### src/rtl/charmap_pkg.sv
// Shared constants and helpers for the scrolling character-map renderer:
// BBGGGRRR colour fields, colour expansion and a constant log2.
package charmap_pkg;

    localparam logic [7:0] BG_KEY_DEF = 8'hC7;

    // BBGGGRRR field positions
    localparam int R_LSB = 0;
    localparam int R_MSB = 2;
    localparam int G_LSB = 3;
    localparam int G_MSB = 5;
    localparam int B_LSB = 6;
    localparam int B_MSB = 7;

    function automatic int clog2(input int v);
        int r;
        r = 0;
        for (int i = 0; i < 31; i++) begin
            if ((1 << i) < v) r = i + 1;
        end
        return r;
    endfunction

    function automatic logic [7:0] exp3(input logic [2:0] c);
        return {c, c, 2'b00};
    endfunction

    function automatic logic [7:0] exp2(input logic [1:0] c);
        return {c, c, c, 2'b00};
    endfunction

endpackage

### src/rtl/charmap_scroll_regs.sv
// Pending/live scroll registers; live only updates on a vblank rising edge
// so a frame is always drawn with one consistent scroll value.
module charmap_scroll_regs
    import charmap_pkg::*;
(
    input  logic       clk,
    input  logic       reset,
    input  logic       vblank,
    input  logic [8:0] scroll_x,
    input  logic [8:0] scroll_y,
    input  logic       scroll_wr,
    output logic [8:0] live_x,
    output logic [8:0] live_y
);

    logic [8:0] pend_x_q, pend_x_d, pend_y_q, pend_y_d;
    logic [8:0] live_x_q, live_x_d, live_y_q, live_y_d;
    logic       pending_q, pending_d;
    logic       vblank_q, vblank_d;
    logic       armed_q, armed_d;
    logic       vb_rise;

    // armed_q blocks a false edge when vblank is already high out of reset
    assign vb_rise = vblank & ~vblank_q & armed_q;

    always_comb begin
        pend_x_d  = pend_x_q;
        pend_y_d  = pend_y_q;
        live_x_d  = live_x_q;
        live_y_d  = live_y_q;
        pending_d = pending_q;
        vblank_d  = vblank;
        armed_d   = 1'b1;
        if (scroll_wr) begin
            pend_x_d = scroll_x;
            pend_y_d = scroll_y;
        end
        if (vb_rise) begin
            pending_d = 1'b0;
            if (scroll_wr) begin
                live_x_d = scroll_x;
                live_y_d = scroll_y;
            end else if (pending_q) begin
                live_x_d = pend_x_q;
                live_y_d = pend_y_q;
            end
        end else if (scroll_wr) begin
            pending_d = 1'b1;
        end
    end

    always_ff @(posedge clk) begin
        if (reset) begin
            pend_x_q  <= '0;
            pend_y_q  <= '0;
            live_x_q  <= '0;
            live_y_q  <= '0;
            pending_q <= 1'b0;
            vblank_q  <= 1'b0;
            armed_q   <= 1'b0;
        end else begin
            pend_x_q  <= pend_x_d;
            pend_y_q  <= pend_y_d;
            live_x_q  <= live_x_d;
            live_y_q  <= live_y_d;
            pending_q <= pending_d;
            vblank_q  <= vblank_d;
            armed_q   <= armed_d;
        end
    end

    assign live_x = live_x_q;
    assign live_y = live_y_q;

endmodule

### src/rtl/charmap_scroll.sv
// Three-stage character-map renderer with vblank-latched scroll: chram
// address, chrom address, then colour select; pixel out 3 cycles after raster.
module charmap_scroll
    import charmap_pkg::*;
#(
    parameter int         COLS       = 64,
    parameter int         ROWS       = 64,
    parameter int         GLYPH_BITS = 8,
    parameter int         ROM_AW     = 12,
    parameter logic [7:0] BG_KEY     = BG_KEY_DEF
) (
    input  logic                                  clk,
    input  logic                                  reset,
    input  logic [8:0]                            hcnt,
    input  logic [8:0]                            vcnt,
    input  logic                                  pix_en,
    input  logic                                  vblank,
    input  logic [8:0]                            scroll_x,
    input  logic [8:0]                            scroll_y,
    input  logic                                  scroll_wr,
    input  logic [GLYPH_BITS-1:0]                 chmap_data_out,
    input  logic [7:0]                            fgcolram_data_out,
    input  logic [7:0]                            bgcolram_data_out,
    input  logic [7:0]                            chrom_data_out,
    output logic [clog2(ROWS)+clog2(COLS)-1:0]    chram_addr,
    output logic [ROM_AW-1:0]                     chrom_addr,
    output logic [7:0]                            r,
    output logic [7:0]                            g,
    output logic [7:0]                            b,
    output logic                                  a,
    output logic                                  pix_valid
);

    localparam int LC  = clog2(COLS);
    localparam int LR  = clog2(ROWS);
    localparam int CW  = LC + 3;
    localparam int RW  = LR + 3;
    localparam int CAW = LC + LR;

    logic [8:0] live_x, live_y;

    charmap_scroll_regs u_regs (
        .clk       (clk),
        .reset     (reset),
        .vblank    (vblank),
        .scroll_x  (scroll_x),
        .scroll_y  (scroll_y),
        .scroll_wr (scroll_wr),
        .live_x    (live_x),
        .live_y    (live_y)
    );

    logic [8:0]    sum_x, sum_y;
    logic [CW-1:0] ex;
    logic [RW-1:0] ey;
    logic          unused_hi;

    // Truncation to the map width in pixels is the wrap-around
    assign sum_x     = hcnt + live_x;
    assign sum_y     = vcnt + live_y;
    assign ex        = sum_x[CW-1:0];
    assign ey        = sum_y[RW-1:0];
    assign unused_hi = ^{sum_x, sum_y};

    logic [2:0]        vld_pipe_q, vld_pipe_d;
    logic [CAW-1:0]    chram_addr_q, chram_addr_d;
    logic [2:0]        px0_q, px0_d, gy0_q, gy0_d;
    logic [ROM_AW-1:0] chrom_addr_q, chrom_addr_d;
    logic [2:0]        px1_q, px1_d;
    logic [7:0]        fg1_q, fg1_d, bg1_q, bg1_d;
    logic [7:0]        r_q, r_d, g_q, g_d, b_q, b_d;
    logic              a_q, a_d;
    logic              pbit;
    logic [7:0]        col;

    always_comb begin
        vld_pipe_d   = {vld_pipe_q[1:0], pix_en};
        chram_addr_d = {ey[RW-1:3], ex[CW-1:3]};
        px0_d        = ex[2:0];
        gy0_d        = ey[2:0];
        chrom_addr_d = ROM_AW'({chmap_data_out, gy0_q});
        px1_d        = px0_q;
        fg1_d        = fgcolram_data_out;
        bg1_d        = bgcolram_data_out;
        // bit 7 is the leftmost pixel, so index 7-px, i.e. ~px
        pbit         = chrom_data_out[~px1_q];
        col          = pbit ? fg1_q : bg1_q;
        r_d          = '0;
        g_d          = '0;
        b_d          = '0;
        a_d          = 1'b0;
        if (vld_pipe_q[1]) begin
            r_d = exp3(col[R_MSB:R_LSB]);
            g_d = exp3(col[G_MSB:G_LSB]);
            b_d = exp2(col[B_MSB:B_LSB]);
            a_d = pbit | (bg1_q != BG_KEY);
        end
    end

    always_ff @(posedge clk) begin
        if (reset) begin
            vld_pipe_q   <= '0;
            chram_addr_q <= '0;
            px0_q        <= '0;
            gy0_q        <= '0;
            chrom_addr_q <= '0;
            px1_q        <= '0;
            fg1_q        <= '0;
            bg1_q        <= '0;
            r_q          <= '0;
            g_q          <= '0;
            b_q          <= '0;
            a_q          <= 1'b0;
        end else begin
            vld_pipe_q   <= vld_pipe_d;
            chram_addr_q <= chram_addr_d;
            px0_q        <= px0_d;
            gy0_q        <= gy0_d;
            chrom_addr_q <= chrom_addr_d;
            px1_q        <= px1_d;
            fg1_q        <= fg1_d;
            bg1_q        <= bg1_d;
            r_q          <= r_d;
            g_q          <= g_d;
            b_q          <= b_d;
            a_q          <= a_d;
        end
    end

    assign chram_addr = chram_addr_q;
    assign chrom_addr = chrom_addr_q;
    assign r          = r_q;
    assign g          = g_q;
    assign b          = b_q;
    assign a          = a_q;
    assign pix_valid  = vld_pipe_q[2];

endmodule

### config.mk
export PLATFORM = sky130hd
export DESIGN_NAME = charmap_scroll
export DESIGN_NICKNAME = d
export VERILOG_FILES = /design/src/rtl/charmap_pkg.sv /design/src/rtl/charmap_scroll_regs.sv /design/src/rtl/charmap_scroll.sv
export SDC_FILE = /design/constraint.sdc
export NUM_CORES = 1
export LEC_CHECK = 0
export CORE_ASPECT_RATIO = 0.75
export CORE_MARGIN = 2
export CORE_UTILIZATION = 24
export CTS_BUF_LIST = sky130_fd_sc_hd__clkbuf_4
export DETAILED_ROUTE_END_ITERATION = 8
export PLACE_DENSITY = 0.52
export SLEW_MARGIN = 30
export SYNTH_ARGS = -nofsm -noshare
export SYNTH_HDL_FRONTEND = slang
export SYNTH_HIERARCHICAL = 1
export SYNTH_SLANG_ARGS = --single-unit
### constraint.sdc
create_clock -name clk -period 3.7 [get_ports clk]
set_input_delay 1.11 -clock clk [delete_from_list [all_inputs] [get_ports clk]]
set_output_delay 1.11 -clock clk [all_outputs]
set_load 0.01 [all_outputs]
==> flow_summary.yaml, run 1 <==
run:
  drv_cap: 0
place:
  dpl_worst_slack_ns: 0.618
  port_buffers: 115
  dp_hpwl_um: 6640
  place.gp.congestion: 0.753
clock_network:
  cts.repair.resized: 0
  root_buffer: "clkbuf_4"
  clk_latency_ns: 0.48
  cts.sinks: 99
  cts-buffers-inserted: 9
  cts_tree: "built"
  cts_setup_buffers: 0
  path_clk_slew_ns: 0.15
  clock_path_buffers: 2
  h-tree-depth: 3
  cts-hold-fix-buffers: 0
setup_path:
  crit_type: "input port to flop"
  cp.required_ns: 4.07
  crit_chain: "clkdlybuf4s50_1 > ha_1 > a21o_1 > or3_1 > o22ai_1 > mux2_2"
  r2r_end: "b[6]"
  path_max_fanout: 8
  crit_arrival_ns: 2.98
  cp-start-kind: "input port"
  end_kind: "flop"
  reg2reg_slack_ns: 1.82
  cp_slowest_cell: "clkdlybuf4s50_1"
  slowest_delay_ns: 0.43
  r2r-start: "px1_q[1]"
  ff2ff_path_depth: 4
timing:
  rsz0062_at_grt: "no"
  fin_ws_ns: 1.10
  skew_ns: 0.0191
  max_slew_margin_pct: 46.8
  setup-violations-final: 0
  holdWs_ns: 0.453
  hold_violations: 0
  final_min_period_over_clock_period_pct: 70.3
  setup_tns_ns: 0
  worst_slew_pin_slew_ns: 0.797
  fin_crit_ns: 2.60
  slew_violations: 0
  fmax_ghz: 0.384
logic_synthesis:
  ys_warn_count: 6
  synth_edf_count: 0
  synth_fa_ha_area_share_pct: 5.95
  synth_compound_area_share_pct: 5.42
  yosysSeqAreaShare_pct: 49.1
  synth_top_family_by_area: "simple AND/OR/NAND/NOR gates"
  synthFlopType: "dfxtp_1"
  synth_simple_gate_area_share_pct: 18.3
  synth_area_um2: 4040
  async_flop_share_pct: 0
  synth_xor_area_share_pct: 1.30
  synthCells: 374
  synthDistinctLibCells: 41
  ys_ff_latch: 99
  syn_avg_cell_area_um2: 10.8
  yosys-mux-area-fraction_pct: 14.6
finish:
  area_growth_pct: 34.4
  utilization_pct: 32.6
  drive_above_1_share_pct: 10.3
  nNetsFinal: 570
grt:
  grt_max_degree: 79
  overflow: 0
  grt_first_pass_wirelength_um: 14700
  grt_pass1_vias: 2929
  gr-usage-all-layers_pct: 10.8
  antenna_found_initial: 1
power:
  power_density_nw_per_um2: 364
  ir_drop_uv: 143
  pwr-share-seq_pct: 57.7
  pwr-share-comb_pct: 15.7
  clock_power_share_pct: 26.6
  p_sw_uw: 534
  p_int_uw: 1440
  switching_share_pct: 27.0
  power_uw: 1980
  p_leak_uw: 0.00219
min_path:
  hold_path_class: "flop to flop"
  whs_path_depth: 1
  hp-start: "vld_pipe_q[0]"
  hold_end: "vld_pipe_q[1]"
floorplanning:
  num_rows: 41
  floorplan.initialDensity_pct: 24.2
  pin_count: 123
  die_h_um: 116
  dieArea_um2: 17900
  dieWidth_um: 154
  coreArea_um2: 16700
detailed_routing:
  routedWlPerCell_um: 13.0
  wirelength_um: 9120
  route.detailed.drc: 0
  dr.pass1.iters: 4
  first_iter_violations: 113
  num_vias: 2872
  antenna_left: 0
  viasPerCell: 4.10
run_status:
  outcome: "complete, no violations"
==> cell type report <==
type	count	area [um^2]
Tap cell	215	269
Inverter	2	7.51
Timing Repair Buffer	119	1180
Clock inverter	7	53.8
Multi-Input combinational cell	248	1870
Fill cell	1696	11200
Antenna cell	1	2.50
Sequential cell	99	1980
Clock buffer	9	67.6
==> power groups by stage <==
| stage | combinational [uW] | sequential [uW] | clock [uW] |
|---|---|---|---|
| after floorplan | 158 | 1170 | 0 |
| after global placement | 309 | 1170 | 0 |
| after detailed placement | 314 | 1170 | 0 |
| after CTS | 316 | 1140 | 572 |
| after global routing | 343 | 1150 | 614 |
| final | 310 | 1140 | 527 |
==> placed cells by master (no fill, tap or decap), types with 2 or more instances in the layout <==
cell             instances
o21ai_0                  6
buf_4                    5
or3b_2                   3
ha_1                    16
a31o_2                   2
inv_1                    2
o22ai_1                  2
nand4_1                  3
fa_1                     2
nand3_1                  2
o21a_1                   2
nor2b_1                 57
nor3_1                   9
a211oi_1                 4
nand2_1                  5
dfxtp_1                 99
conb_1                   7
xnor2_1                  6
nor2_1                  40
or3_1                    4
nand2b_1                 4
a21oi_1                  9
mux2_2                  10
clkdlybuf4s50_1        114
clkbuf_4                 9
o211ai_1                 2
mux4_2                   2
or4_1                    2
mux2i_1                 26
a21o_1                   6
mux2_4                  10
clkinvlp_4               4
==> worst max-delay path, delay by kind of cell <==
family	cells	cell delay [ns]
muxes	1	0.36
buffers and inverters	1	0.43
AOI/OAI and AO/OA	2	0.37
and+or+nand+nor	1	0.31
adders and majority gates	1	0.41
==> worst max-delay path by stage <==
| stage | to | startpoint | cells after the start |
|---|---|---|---|
| after floorplan | chram_addr[4] | hcnt[5] | 5 |
| after global placement | chram_addr[10] | vcnt[5] | 6 |
| after detailed placement | chram_addr[10] | vcnt[5] | 6 |
| after CTS | b[2] | b[6] | 1 |
| after global routing | b[4] | b[6] | 1 |
| final | chram_addr[10] | vcnt[5] | 6 |
==> Yosys cell counts, drive strengths merged (4+ instances only) <==
library cell	instances	area share (%)
clkbuf	9	0.84
ha	16	5.0
buf	22	4.2
a211oi	4	0.74
nor2	41	4.0
nor3	10	1.5
o21ai	6	0.74
or3	4	0.62
nand2b	4	0.62
mux2	20	6.5
xnor2	6	1.3
mux2i	27	7.0
dfxtp	99	49
nand2	5	0.46
a21o	6	1.1
a21oi	9	1.1
nor2b	57	8.8
==> per-layer routing <==
layer / vias to the layer above / track usage (%) / part of all wire (%)
met3: 11 / 4.38 / 6.7
met5: - / 0 / 0
met1: 1319 / 13.3 / 47
met4: 0 / 4.11 / 1.6
li1: 1455 / - / -
met2: 87 / 17.0 / 45
==> metrics by stage <==
stage / std cells / cell area (um^2)
finish: 700 / 5430
global route: 700 / 5430
CTS: 699 / 5430
detailed placement: 683 / 5310
global placement: 683 / 5310
floorplan: 380 / 4060
==> sequential cells by signal (all words and copies together), names as in the netlist <==
register          cells
a                     1
px0_q                 3
g                     3
u_regs/live_y         9
bg1_q                 8
b                     2
u_regs/live_x         9
px1_q                 3
vld_pipe_q            3
u_regs/pending_q      1
chram_addr           12
fg1_q                 8
r                     3
u_regs/pend_y_q       9
chrom_addr           11
gy0_q                 3
u_regs/pend_x_q       9
u_regs/vblank_q       1
u_regs/armed_q        1
==> logic make-up (layout without fill, tap and decap cells) <==
group | count (synthesis) | count (layout)
AND/OR/NAND/NOR | 134 | 134
flip-flops | 99 | 99
multiplexers | 49 | 49
AO/OA/AOI/OAI | 34 | 34
buffers and inverters | 33 | 137
adder cells (fa/ha/maj) | 18 | 18
XOR/XNOR | 6 | 6
other | 1 | 8
(Power assumes the default switching activity.)
==> inputs of run 2 (changes only) <==
clock period = 2.7 ns   (was 3.7 ns; I/O delays follow)
==> flow_summary.yaml, run 2 (synthesized netlist as in run 1, its figures left out) <==
floorplanning:
  coreArea_um2: 16700
  pin_count: 123
  num_rows: 41
  floorplan.initialDensity_pct: 24.2
  die_h_um: 116
  dieWidth_um: 154
  dieArea_um2: 17900
grt:
  gr-usage-all-layers_pct: 10.8
  grt_pass1_vias: 2926
  grt_max_degree: 67
  antenna_found_initial: 1
  grt_first_pass_wirelength_um: 14700
  overflow: 0
setup_path:
  end_kind: "output pin"
  cp.required_ns: 1.89
  path_buf_inv: 1
  path_max_fanout: 3
  crit_type: "flop to output pin"
  crit_chain: "clkdlybuf4s50_1"
  cp_slowest_cell: "clkdlybuf4s50_1"
  cp_top_family: "buffers and inverters"
  cp-start-kind: "flop"
  crit_arrival_ns: 1.44
  slowest_delay_ns: 0.55
finish:
  drive_above_1_share_pct: 12.0
  multiInputGateArea_um2: 1870
  fill_cells: 1703
  final_design_area_no_fill_um2: 5520
  layout_commonest_cell: "clkdlybuf4s50_1"
  seq_area_um2: 1980
  layout_common_cells: "clkdlybuf4s50_1, dfxtp_1, nor2b_1"
  largest_reg_flops: 12
  nNetsFinal: 578
  area_growth_pct: 36.7
detailed_routing:
  first_iter_violations: 126
  route.detailed.drc: 0
  wirelength_met1_um: 4350
  viasPerCell: 4.08
  wirelength_um: 9060
  num_vias: 2888
  antenna_left: 0
  dr.pass1.iters: 4
  wl_met3_um: 638
  routedWlPerCell_um: 12.8
  top_layer: "met4"
  wl_met2_um: 3990
run_status:
  outcome: "complete, no violations"
min_path:
  hold_path_class: "flop to flop"
clock_network:
  cts.sinks: 99
  cts-hold-fix-buffers: 0
  cts.repair.resized: 0
  cts_tree: "built"
  cts_setup_buffers: 0
  clk_latency_ns: 0.48
  cts-buffers-inserted: 9
  root_buffer: "clkbuf_4"
  h-tree-depth: 3
  path_clk_slew_ns: 0.17
  clock_path_buffers: 2
run:
  drv_cap: 0
power:
  power_density_nw_per_um2: 498
  p_leak_uw: 0.00226
  ir_drop_uv: 181
timing:
  setup-violations-final: 0
  max_slew_margin_pct: 54.1
  skew_ns: 0.0174
  hold_violations: 0
  rsz0062_at_grt: "no"
  slew_violations: 0
  fmax_ghz: 0.445
  worst_slew_pin_slew_ns: 0.688
  holdWs_ns: 0.445
  fin_crit_ns: 2.25
  final_min_period_over_clock_period_pct: 83.2
place:
  dp_hpwl_um: 6780
  placement.cell_area_um2: 5390
  port_buffers: 115
  place.gp.congestion: 0.749
-- run 2: changes by cell type in the layout (fill, tap and decap cells not counted), sizes merged --
cell,previous run,this run
clkinv,2,4
clkinvlp,4,0
buf,5,13
inv,3,5
-- run 2: power breakdown --
part	internal (uW)	leakage (uW)	switching, uW
Clock	206	0.0000728	537
Sequential	1540	0.000816	26.8
Combinational	264	0.00137	177
Total	2010	0.00226	741
-- run 2: stage by stage --
stage | TNS [ns] | setup WS (ns) | total power (uW) | utilization, % | std cells
floorplan | 0 | 0.474 | 1820 | - | 380
global placement | 0 | 0.0292 | 2040 | 32.3 | 691
detailed placement | -0.00461 | -0.00461 | 2050 | 32.3 | 691
CTS | 0 | 0.362 | 2820 | 33.1 | 707
global route | 0 | 0.305 | 2930 | 33.1 | 708
finish | 0 | 0.455 | 2750 | 33.1 | 708
-- run 2: path summary, 6_finish.rpt --
path	endpoint	start	depth (start not counted)	slack, ns
worst max register to register	chram_addr[5]	u_regs/live_x[0]	6	0.93
worst min-delay path	vld_pipe_q[1]	vld_pipe_q[0]	1	0.44
worst max-delay path	b[5]	b[5]	1	0.45
worst min register to register	vld_pipe_q[1]	vld_pipe_q[0]	1	0.44
-- run 2: worst register-to-register path, cell delays in order, from the launching register on --
cell and delay (ns):
dfxtp_1 0.34, ha_1 0.21, fa_1 0.39, nand3_1 0.15
a21oi_1 0.10, or3_1 0.37, a21oi_1 0.14
-- run 2: metal layers --
metal,GRT usage [%],vias up
met5,0,-
met4,2.93,0
met3,5.08,7
met2,17.1,79
met1,13.3,1324
li1,-,1478
-- run 2: cell type report --
type	instances	area share, %
multi-input combinational	248	33.9
tap	215	4.87
inverter	2	0.136
clock buffer	9	1.22
timing repair buffer	127	22.9
antenna	1	0.0453
sequential	99	35.9
clock inverter	7	1.09
==> inputs of run 3 (changes only) <==
clock period = 2.35 ns   (was 2.7 ns; I/O delays follow)
==> flow_summary.yaml, run 3 (synthesized netlist as in run 1, its figures left out) <==
grt:
  grt_pass1_vias: 2957
  antenna_found_initial: 1
  gr-usage-all-layers_pct: 10.7
  grt_max_degree: 58
  grt_first_pass_wirelength_um: 14700
  overflow: 0
power:
  ir_drop_uv: 250
  p_leak_uw: 0.00238
  pwr-share-seq_pct: 55.4
  switching_share_pct: 25.1
  p_sw_uw: 815
  pwr-share-comb_pct: 16.3
  clock_power_share_pct: 28.3
  power_uw: 3240
  power_density_nw_per_um2: 569
  p_int_uw: 2430
clock_network:
  h-tree-depth: 3
  root_buffer: "clkbuf_4"
  cts-hold-fix-buffers: 0
  cts_setup_buffers: 0
  clk_latency_ns: 0.47
  cts_tree: "built"
  cts.repair.resized: 0
  cts-buffers-inserted: 9
  path_clk_slew_ns: 0.15
  clock_path_buffers: 2
  cts.sinks: 99
min_path:
  hold_end: "chrom_addr[1]"
  hp-start: "gy0_q[1]"
  hold_path_class: "flop to flop"
  whs_path_depth: 1
detailed_routing:
  num_vias: 2950
  first_iter_violations: 102
  route.detailed.drc: 0
  viasPerCell: 4.04
  routedWlPerCell_um: 12.6
  dr.pass1.iters: 4
  antenna_left: 0
  wirelength_um: 9180
floorplanning:
  dieWidth_um: 154
  pin_count: 123
  floorplan.initialDensity_pct: 24.2
  coreArea_um2: 16700
  num_rows: 41
  dieArea_um2: 17900
  die_h_um: 116
finish:
  seq_area_um2: 1980
  layout_common_cells: "clkdlybuf4s50_1, dfxtp_1, nor2b_1"
  area_growth_pct: 41.1
  nNetsFinal: 600
  drive_above_1_share_pct: 15.6
  layout_commonest_cell: "clkdlybuf4s50_1"
  multiInputGateArea_um2: 1870
  fill_cells: 1709
  finalNonFillerCells: 730
  largest_reg_flops: 12
setup_path:
  reg2reg_slack_ns: 0.60
  r2r_end: "chram_addr[5]"
  slowest_delay_ns: 0.56
  crit_chain: "clkdlybuf4s50_1"
  cp_top_family: "buffers and inverters"
  cp-start-kind: "flop"
  path_max_fanout: 3
  r2r-start: "u_regs/live_x[0]"
  crit_arrival_ns: 1.43
  ff2ff_path_depth: 6
  cp.required_ns: 1.64
  path_buf_inv: 1
  startpoint: "b[6]"
  crit_type: "flop to output pin"
  cp_slowest_cell: "clkdlybuf4s50_1"
  end_kind: "output pin"
timing:
  fin_crit_ns: 2.13
  final_min_period_over_clock_period_pct: 90.7
  skew_ns: 0.0186
  worst_slew_pin_slew_ns: 0.584
  fmax_ghz: 0.469
  holdWs_ns: 0.454
  hold_violations: 0
  max_slew_margin_pct: 61.0
  rsz0062_at_grt: "no"
  slew_violations: 0
  setup-violations-final: 0
run_status:
  outcome: "complete, no violations"
run:
  drv_cap: 0
place:
  port_buffers: 115
  dp.cells: 713
  place.gp.congestion: 0.773
  dp_hpwl_um: 6920
[run 3: cell count changes in the layout (fill, tap and decap cells not counted), sizes merged]
cell / delta
clkbuf: +1
buf: +22
inv: -2
bufinv: +1
[run 3: power by group through the flow]
stage               clock network (uW)  registers, uW  logic (uW)
floorplan                            0           1840         250
finish                             916           1800         528
detailed placement                   0           1830         535
CTS                                987           1800         539
global placement                     0           1830         531
global route                      1040           1810         580
[run 3: through the flow]
step	area, um^2	util [%]	worst slack, ns	setup TNS (ns)
finish	5700	34.2	0.219	0
floorplan	4060	-	0.229	0
CTS	5700	34.2	0.117	0
global placement	5560	33.3	-0.205	-1.18
global route	5700	34.2	0.0845	0
detailed placement	5560	33.3	-0.209	-1.30
[run 3: routing by layer]
layer,vias to the layer above,global-route usage [%],wire length (um)
li1,1515,-,-
met2,78,17.7,4190
met4,0,3.55,132
met1,1346,12.8,4260
met5,-,0,0
met3,11,4.19,601
[run 3: area by class of cell]
| type | instances | area share (%) |
|---|---|---|
| Inverter | 2 | 0.132 |
| Tap cell | 215 | 4.72 |
| Clock buffer | 10 | 1.32 |
| Clock inverter | 6 | 1.14 |
| Multi-Input combinational cell | 248 | 32.8 |
| Timing Repair Buffer | 149 | 25.1 |
| Sequential cell | 99 | 34.8 |
| Antenna cell | 1 | 0.0439 |
[run 3: how the worst max path moves through the flow]
stage,cells past startpoint,slack (ns),end
after floorplan,5,0.23,chram_addr[4]
after global placement,7,-0.21,chram_addr[5]
after detailed placement,6,-0.21,chram_addr[4]
after CTS,1,0.12,b[4]
after global routing,1,0.08,b[4]
final,1,0.22,b[4]
